[src/rtl/sram_req_arbiter.sv]
// Shares one SRAM-like port between instruction fetch and data access.
// Data wins by default; a streak counter forces an inst grant to avoid starvation.
module sram_req_arbiter #(
    parameter int MAX_DATA_STREAK = 4
) (
    input  logic        clk,
    input  logic        reset,
    input  logic        inst_req,
    input  logic        inst_wr,
    input  logic [1:0]  inst_size,
    input  logic [31:0] inst_addr,
    input  logic [31:0] inst_wdata,
    input  logic [3:0]  inst_wstrb,
    output logic        inst_addr_ok,
    output logic        inst_data_ok,
    output logic [31:0] inst_rdata,
    input  logic        data_req,
    input  logic        data_wr,
    input  logic [1:0]  data_size,
    input  logic [31:0] data_addr,
    input  logic [31:0] data_wdata,
    input  logic [3:0]  data_wstrb,
    output logic        data_addr_ok,
    output logic        data_data_ok,
    output logic [31:0] data_rdata,
    output logic        mem_req,
    output logic        mem_wr,
    output logic [1:0]  mem_size,
    output logic [31:0] mem_addr,
    output logic [31:0] mem_wdata,
    output logic [3:0]  mem_wstrb,
    input  logic        mem_addr_ok,
    input  logic        mem_data_ok,
    input  logic [31:0] mem_rdata
);

    typedef enum logic [1:0] {
        IDLE,
        HOLD,
        WAIT
    } state_t;

    localparam logic [3:0] STREAK_MAX = 4'(MAX_DATA_STREAK);

    state_t     state, state_nx;
    logic       owner, owner_nx;
    logic [3:0] streak, streak_nx;
    logic       sel_data, sel_inst;
    logic       gnt, fwd;

    assign sel_data = data_req && !(inst_req && streak == STREAK_MAX);
    assign sel_inst = !sel_data && inst_req;

    always_ff @(posedge clk) begin
        if (!reset) begin
            state  <= IDLE;
            owner  <= 1'b0;
            streak <= 4'd0;
        end else begin
            state  <= state_nx;
            owner  <= owner_nx;
            streak <= streak_nx;
        end
    end

    always_comb begin
        state_nx     = state;
        owner_nx     = owner;
        streak_nx    = streak;
        gnt          = owner;
        fwd          = 1'b0;
        inst_addr_ok = 1'b0;
        inst_data_ok = 1'b0;
        inst_rdata   = 32'd0;
        data_addr_ok = 1'b0;
        data_data_ok = 1'b0;
        data_rdata   = 32'd0;
        mem_req      = 1'b0;
        mem_wr       = 1'b0;
        mem_size     = 2'd0;
        mem_addr     = 32'd0;
        mem_wdata    = 32'd0;
        mem_wstrb    = 4'd0;
        if (reset) begin
            unique case (state)
                IDLE: begin
                    if (sel_data || sel_inst) begin
                        gnt      = sel_data;
                        fwd      = 1'b1;
                        owner_nx = sel_data;
                        state_nx = mem_addr_ok ? WAIT : HOLD;
                    end
                end
                HOLD: begin
                    // a dropped owner request releases the lock without a grant
                    if (owner ? data_req : inst_req) begin
                        fwd = 1'b1;
                        if (mem_addr_ok) state_nx = WAIT;
                    end else begin
                        state_nx = IDLE;
                    end
                end
                WAIT: begin
                    if (mem_data_ok) begin
                        state_nx = IDLE;
                        if (owner) begin
                            data_data_ok = 1'b1;
                            data_rdata   = mem_rdata;
                        end else begin
                            inst_data_ok = 1'b1;
                            inst_rdata   = mem_rdata;
                        end
                    end
                end
                default: state_nx = IDLE;
            endcase
            if (fwd) begin
                mem_req      = 1'b1;
                mem_wr       = gnt ? data_wr    : inst_wr;
                mem_size     = gnt ? data_size  : inst_size;
                mem_addr     = gnt ? data_addr  : inst_addr;
                mem_wdata    = gnt ? data_wdata : inst_wdata;
                mem_wstrb    = gnt ? data_wstrb : inst_wstrb;
                data_addr_ok = gnt && mem_addr_ok;
                inst_addr_ok = !gnt && mem_addr_ok;
                if (mem_addr_ok) begin
                    if (gnt && inst_req)
                        streak_nx = (streak == STREAK_MAX) ? streak : streak + 4'd1;
                    else
                        streak_nx = 4'd0;
                end
            end
        end
    end

endmodule

[config.mk]
export PLATFORM = sky130hd
export DESIGN_NAME = sram_req_arbiter
export DESIGN_NICKNAME = d
export VERILOG_FILES = /design/src/rtl/sram_req_arbiter.sv
export SDC_FILE = /design/constraint.sdc
export NUM_CORES = 1
export LEC_CHECK = 0
export ABC_AREA = 1
export CAP_MARGIN = 5
export CORE_AREA = 2 2 124 126
export CTS_BUF_LIST = sky130_fd_sc_hd__clkbuf_8
export CTS_CLUSTER_SIZE = 10
export DETAILED_ROUTE_END_ITERATION = 6
export DIE_AREA = 0 0 126 128
export SLEW_MARGIN = 0
export SYNTH_ARGS = -nofsm -noshare
export SYNTH_HDL_FRONTEND = slang
export SYNTH_SLANG_ARGS = --single-unit
[constraint.sdc]
create_clock -name clk -period 1.4 [get_ports clk]
set_input_delay 0.21 -clock clk [delete_from_list [all_inputs] [get_ports clk]]
set_output_delay 0.21 -clock clk [all_outputs]
set_load 0.05 [all_outputs]
## Word-level counts from Yosys, hierarchy flattened

Cells that the tools add are included.

- Register bits: 7
- Input bits: 180
- Output and inout port bits: 140
- Word-level logic and storage cells: 77

- Add/subtract/negate cells: 1
- Equality and inequality tests: 7
- Multiplexer cells: 53
- Reduce and logical (&&, ||, !) cells: 13

Operators with widths:

| cell | count |
|---|---|
| 32-bit two-way mux | 14 |
| 1-bit two-way mux | 24 |
| 4-bit two-way mux | 5 |
| 2-bit two-way mux | 8 |
| 1-bit logical AND | 6 |
| 2-bit != test, second input constant | 3 |
| 2-bit case mux with 3 select lines | 1 |
| 3-bit AND reduction | 2 |
| 4-bit by 1-bit adder with 4-bit output, second input constant | 1 |
| 4-bit by 3-bit == test with 1-bit output, second input constant | 1 |
| 1-bit zero test | 3 |
| 3-bit != test, second input constant | 1 |
| 2-bit by 1-bit == test with 1-bit output, second input constant | 1 |
| 2-bit == test, second input constant | 1 |
| 2-bit zero test | 1 |
| 1-bit case mux with 2 select lines | 1 |
| 1-bit logical OR | 1 |

## Depth between registers and ports, before layout

Gate-level depths: netlist of the first run.

- Depth after elaboration: 14
- Depth in mapped cells: 12

## Worst setup path after synthesis of the first run

No wires, ideal clock.

- Kind: register to output
- From: reg streak[0]
- To: out data_addr_ok
- Data arrival time: 2.154 ns
- Data required time: 1.190 ns
- Path slack: -0.964 ns
- Stages on the path, launching flop included: 11
- Path buffers: 1
- Path through: dfxtp_1 -> inv_1 -> ha_1 -> nand2_1 -> inv_1 -> nand2_1 -> nand2_1 -> nand2_2 -> inv_2 -> buf_2 -> nor3_1

- Word-level cells in the longest chain between the ends: 13
- Elaborated cells between the ends (all ways): 16
- Those cells by class: eq/ne: 1; mux: 8; reduce/logical: 7

Ends and longest elaborated chain:

| element | line | RTL |
|---|---|---|
| from (decl) | 47 | `logic [3:0] streak, streak_nx;` |
| from (signal assigned) | 62 | `streak <= streak_nx;` |
| 4-bit by 3-bit == test with 1-bit output * | 51 | `assign sel_data = data_req && !(inst_req && streak == STREAK_MAX);` |
| 1-bit logical AND * | 51 |  |
| 1-bit zero test * | 51 |  |
| 1-bit logical AND * | 51 |  |
| 1-bit zero test | 52 | `assign sel_inst = !sel_data && inst_req;` |
| 1-bit logical AND | 52 |  |
| 1-bit logical OR | 87 | `if (sel_data \|\| sel_inst) begin` |
| 1-bit two-way mux | 87 |  |
| 1-bit two-way mux | 85 | `unique case (state)` |
| 1-bit two-way mux | 84 | `if (reset) begin` |
| 1-bit logical AND | 124 | `data_addr_ok = gnt && mem_addr_ok;` |
| 1-bit two-way mux * | 117 | `if (fwd) begin` |
| 1-bit two-way mux * | 84 |  |
| to (decl) | 23 | `output logic data_addr_ok,` |

Every way passes the cells marked *; elsewhere a longest branch is shown, timed or not. The select of a mux whose other input is x is not followed.

## Final worst setup path of the first run

- From: reg streak[1]
- To: out mem_addr[27]

- Word-level cells in the longest chain between the ends: 13
- Elaborated cells between the ends (all ways): 16
- Those cells by class: eq/ne: 1; mux: 9; reduce/logical: 6

Ends and longest elaborated chain:

| element | line | RTL |
|---|---|---|
| 4-bit by 3-bit == test with 1-bit output * | 51 |  |
| 1-bit logical AND * | 51 |  |
| 1-bit zero test * | 51 |  |
| 1-bit logical AND * | 51 |  |
| 1-bit zero test | 52 |  |
| 1-bit logical AND | 52 |  |
| 1-bit logical OR | 87 |  |
| 1-bit two-way mux | 87 |  |
| 1-bit two-way mux | 85 |  |
| 1-bit two-way mux | 84 |  |
| 32-bit two-way mux | 121 | `mem_addr = gnt ? data_addr : inst_addr;` |
| 32-bit two-way mux * | 117 |  |
| 32-bit two-way mux * | 84 |  |
| to (decl) | 29 | `output logic [31:0] mem_addr,` |

Marked as above.

==> results.json, run 1 <==
{
  "status": "finished, violations left",
  "violations": "setup timing",
  "grtUsageTotal": 0.213,
  "antenna_cells": 0,
  "core_area_um2": 14900,
  "ant_nets": 0,
  "irDropWorstVdd_mv": 0.246,
  "wl_per_cell_um": 18.2,
  "crit_path_max_incr_delay_ns": 0.32,
  "core.rowCount": 45,
  "worst_slack_ns": -0.635,
  "max_freq_mhz": 491,
  "dr.pass1.iters": 4,
  "final_common_cell": "clkdlybuf4s50_1",
  "pwr-share-comb": 0.909,
  "drc_errors": 0,
  "antenna_found_initial": 0,
  "clk_path_buf_depth": 2,
  "port_buffers": 319,
  "holdBufCountCts": 0,
  "power.density_nw_per_um2": 561,
  "max-cap-violations": 0,
  "synth_nets": 604,
  "syn_to_final_growth_pct": 398,
  "netlist_area_um2": 2020,
  "maxSlewViolCount": 0,
  "vias": 4325,
  "cts.sinks": 7,
  "worstSetupPathType": "register to primary output",
  "relSlewSlack": 0.798,
  "min_period_ns": 2.03,
  "die_w_um": 126,
  "synthArstFlopShare": 0,
  "p_int_mw": 2.90,
  "drive_gt1_frac": 0.658,
  "gp_congestion": 0.833,
  "clk_pin_slew_ns": 0.04,
  "seq_area_frac_synth": 0.0695,
  "arrival_ns": 1.82,
  "grt_pass1_vias": 4868,
  "dieArea_um2": 16100,
  "clockPowerShare": 0.050,
  "synth_edf_count": 0,
  "hold_viol_final": 0,
  "dp_hpwl_mm": 13.0,
  "path_cells": "inv_2 -> ha_4 -> nand2_2 -> inv_2 -> nand2_2 -> nand2_4 -> nand2_8 -> buf_12 -> clkbuf_16 -> o21ai_4 -> nor2_4 -> buf_12",
  "worst_slew_pin_slew_ns": 0.301,
  "place_ws_ns": -0.813,
  "rsz0062_at_grt": "yes",
  "worstPathRequired_ns": 1.19,
  "fp.dieH_um": 128,
  "synth.ff_latch_count": 7,
  "layout_common_cells": "clkdlybuf4s50_1, buf_12, nor2_4",
  "worst_path_dominant_cell_family": "buffers and inverters",
  "finalNetCount": 984,
  "yosysWarnings": 0,
  "switching_share": 0.485,
  "clock_latency_ns": 0.23,
  "end_kind": "primary output",
  "grt_max_degree": 27,
  "cp_num_buf_inv": 5,
  "skew_ns": 0.00236,
  "finalSetupViolations": 144,
  "vias_per_cell": 4.37,
  "critPathLaunchType": "register",
  "cts-root-buf": "clkbuf_8",
  "netSwitchingPower_mw": 2.73,
  "synth_cell_types": 23,
  "grt_overflow": 0,
  "hold_class": "register to register",
  "power_mw": 5.63,
  "ys.flop_type": "dfxtp_1",
  "fin_crit_sh": 1.45,
  "cp_max_fo": 7,
  "crit_slowest_cell": "dfxtp_2",
  "seqPwrFrac": 0.041,
  "cts_tree": "built",
  "detailedRoute.firstIterationViolations": 126,
  "routed_wl_mm": 18.0,
  "grt_pass1_wl_mm": 27.1,
  "start_util": 0.136,
  "postSynthCellCount": 422,
  "syn_area_per_cell_um2": 4.78,
  "pin_count": 320,
  "cts_max_level": 1,
  "cts-buffers-inserted": 3,
  "leakagePower_nw": 3.65
}
[stage by stage]
step / cells / TNS [ns] / hold slack (ns) / instance area, um2 / util
2_1_floorplan: 422 / -69.83 / 0.323 / 3930 / -
3_3_place_gp: 937 / -91.89 / 0.528 / 8720 / 0.587
3_5_place_dp: 937 / -95.06 / 0.547 / 8720 / 0.587
4_1_cts: 989 / -85.34 / 0.555 / 9960 / 0.670
5_1_grt: 989 / -92.36 / 0.588 / 10000 / 0.675
6_report: 989 / -81.47 / 0.556 / 10000 / 0.675
[registers in the layout, summed over array words and instances, names as in the netlist]
signal,count
streak,4
owner,1
state,2
[cell type report]
| class | count | area [um2] |
|---|---|---|
| multi-input cells | 334 | 3540 |
| fillers | 1068 | 4830 |
| flip-flops and latches | 7 | 154 |
| repair buffers | 403 | 5820 |
| inverters | 53 | 230 |
| clock inverters | 1 | 3.75 |
| well taps | 188 | 235 |
| clock buffers | 3 | 41.3 |
[Yosys cell counts, types with 3 or more instances]
cell type,number,share of area
nor2_1,214,0.40
o21ai_0,55,0.14
inv_1,45,0.084
nand2_1,20,0.037
o21ai_1,16,0.040
buf_2,11,0.027
buf_6,11,0.061
dfxtp_1,7,0.070
inv_2,7,0.013
clkbuf_2,6,0.015
a21oi_1,5,0.012
nand2_2,5,0.016
nand3_1,4,0.0099
nor2_2,3,0.0093
[final timing paths]
check,to,slack [ns],cells past startpoint,from
worst max-delay path,mem_addr[27],-0.63,12,streak[1]
worst min-delay path,streak[1],0.56,4,streak[1]
worst max register to register,streak[3],-0.27,13,streak[1]
worst min register to register,streak[1],0.56,4,streak[1]
[layer usage]
layer,track usage,wire (um)
met1,0.223,6220
met2,0.416,9880
met3,0.0593,1500
met4,0.0543,412
met5,0,0
[cells by family after synthesis]
| group | share of synthesized area |
|---|---|
| simple gates | 0.516 |
| xor+xnor | 0.00869 |
| compound gates | 0.189 |
| fa+ha+maj | 0.0124 |
| buf+inv | 0.205 |
| flops | 0.0695 |
[worst register-to-register path, stage by stage (launching register included)]
cell and delay [ns]:
dfxtp_2 0.33, inv_2 0.05, ha_4 0.15, nand2_2 0.07
inv_2 0.04, nand2_2 0.07, nand2_4 0.07, nand2_8 0.15
buf_12 0.15, buf_6 0.14, nand2_1 0.11, nor2_2 0.11
nand2_1 0.07, a21oi_1 0.12
[timing repair]
item	CTS	global route
endpoints found under the setup margin	146	146
buffers inserted	32	8
hold endpoints to repair	0	0
gates cloned	17	3
gates resized for setup	112	65
pin swaps	28	38
[power by group through the flow]
stage	logic (mW)	registers [mW]	clock network [mW]
2_1_floorplan	2.41	0.229	0
3_3_place_gp	4.24	0.228	0
3_5_place_dp	4.29	0.230	0
4_1_cts	5.02	0.228	0.287
5_1_grt	5.31	0.232	0.300
6_report	5.12	0.231	0.283
Power figures use the tool's default switching activity.
==> run 2: changes to the inputs <==
--- a/config.mk
+++ b/config.mk
@@ -12,6 +12,7 @@
 export CTS_CLUSTER_SIZE = 10
 export DETAILED_ROUTE_END_ITERATION = 6
 export DIE_AREA = 0 0 126 128
+export MAX_ROUTING_LAYER = met4
 export SLEW_MARGIN = 0
 export SYNTH_ARGS = -nofsm -noshare
 export SYNTH_HDL_FRONTEND = slang
==> results.json, run 2 (synthesis results as in run 1) <==
{
  "finalNetCount": 984,
  "clockPowerShare": 0.050,
  "worstReg2RegStart": "streak[1]",
  "startpoint": "streak[1]",
  "end_kind": "primary output",
  "cts-root-buf": "clkbuf_8",
  "pin_count": 320,
  "ant_nets": 0,
  "worst_path_dominant_cell_family": "buffers and inverters",
  "clock_latency_ns": 0.23,
  "cp_max_fo": 7,
  "cts_max_level": 1,
  "core.rowCount": 45,
  "layout_common_cells": "clkdlybuf4s50_1, buf_12, nor2_4",
  "setup_tns_ns": -81.40,
  "syn_to_final_growth_pct": 398,
  "vias": 4333,
  "antenna_found_initial": 0,
  "worst_slack_ns": -0.634,
  "wl_per_cell_um": 18.2,
  "grt_overflow": 0,
  "start_util": 0.136,
  "grt.busiest_layer": "met2",
  "status": "finished, violations left",
  "hp-start": "streak[1]",
  "vias_per_cell": 4.38,
  "rsz0062_at_grt": "yes",
  "grt_use_met3": 0.0438,
  "clk_path_buf_depth": 2,
  "power_mw": 5.63,
  "finalSetupViolations": 144,
  "switching_share": 0.485,
  "crit_slowest_cell": "dfxtp_2",
  "largest_reg_flops": 4,
  "fin_crit_sh": 1.45,
  "port_buffers": 319,
  "worst_slew_pin_slew_ns": 0.301,
  "use_met2": 0.416,
  "p_int_mw": 2.90,
  "worstPathRequired_ns": 1.19,
  "detailedRoute.firstIterationViolations": 142,
  "placed_cell_area_um2": 8720,
  "grt_max_degree": 27,
  "hold_viol_final": 0,
  "pwr-share-comb": 0.909,
  "final_util": 0.675,
  "fp.dieH_um": 128,
  "hold_ws_ns": 0.556,
  "power.density_nw_per_um2": 561,
  "die_w_um": 126,
  "core_area_um2": 14900,
  "antenna_cells": 0,
  "drive_gt1_frac": 0.658,
  "hold_class": "register to register",
  "irDropWorstVdd_mv": 0.246,
  "max-cap-violations": 0,
  "fin_area_um2": 10000,
  "relSlewSlack": 0.798,
  "cp_num_buf_inv": 5,
  "grt_pass1_vias": 4899,
  "routed_wl_mm": 18.0,
  "place_ws_ns": -0.813,
  "netSwitchingPower_mw": 2.73,
  "dp_hpwl_mm": 13.0,
  "drc_errors": 0,
  "cts_tree": "built",
  "crit_path_max_incr_delay_ns": 0.32,
  "dieArea_um2": 16100,
  "arrival_ns": 1.82,
  "grtUsageTotal": 0.219,
  "gp_congestion": 0.846,
  "leakagePower_nw": 3.65,
  "cts-buffers-inserted": 3,
  "dr.pass1.iters": 4,
  "worstSetupPathType": "register to primary output",
  "max_freq_mhz": 492,
  "regMostFlops": "streak",
  "clk_pin_slew_ns": 0.04,
  "min_period_ns": 2.03,
  "critPathLaunchType": "register",
  "grt_pass1_wl_mm": 27.0,
  "cts.sinks": 7,
  "path_cells": "inv_2 -> ha_4 -> nand2_2 -> inv_2 -> nand2_2 -> nand2_4 -> nand2_8 -> buf_12 -> clkbuf_16 -> o21ai_4 -> nor2_4 -> buf_12",
  "seqPwrFrac": 0.041,
  "use_met1": 0.232,
  "violations": "setup timing",
  "final_common_cell": "clkdlybuf4s50_1",
  "stdcell_count": 989,
  "skew_ns": 0.00238,
  "top_regs": "streak: 4 flops, state: 2 flops, owner: 1 flops",
  "maxSlewViolCount": 0,
  "place_inst": 937
}
==> run 2: cell counts in the layout (fill, tap and decap cells not counted) <==
Identical to the previous run, type by type.
==> run 2: timing repair <==
item	CTS	global route
hold buffers	0	0
setup endpoints to repair	146	146
buffers inserted	32	8
gates resized for setup	112	65
pin swaps	28	38
gates cloned	17	3
==> run 2: path summary, 6_finish.rpt <==
| check | to | slack, ns | cells after the start |
|---|---|---|---|
| setup reg to reg | streak[3] | -0.27 | 13 |
| setup / recovery | mem_addr[27] | -0.63 | 12 |
| hold reg to reg | streak[1] | 0.56 | 4 |
| hold / removal | streak[1] | 0.56 | 4 |
==> run 2: layer usage <==
layer,up-vias,wire [um]
met3,30,1280
met4,0,425
met5,-,0
li1,2053,-
met2,225,9900
met1,2025,6430
==> run 2: final cells by class <==
class	instances	area, um2
Clock inverter	1	3.75
Multi-Input combinational cell	334	3540
Inverter	53	230
Fill cell	1068	4830
Timing Repair Buffer	403	5820
Sequential cell	7	154
Clock buffer	3	41.3
Tap cell	188	235
==> run 2: worst min-delay path: stages (launching register included) <==
cell and delay [ns]:
dfxtp_2 0.32, inv_2 0.07, nand2_1 0.05, inv_1 0.04, nor2_1 0.03
==> run 2: power groups by stage <==
stage / sequential (mW) / combinational (mW) / clock (mW)
after floorplan: 0.229 / 2.41 / 0
after global placement: 0.228 / 4.24 / 0
after detailed placement: 0.230 / 4.29 / 0
after CTS: 0.228 / 5.02 / 0.287
after global routing: 0.232 / 5.31 / 0.300
final: 0.230 / 5.12 / 0.282
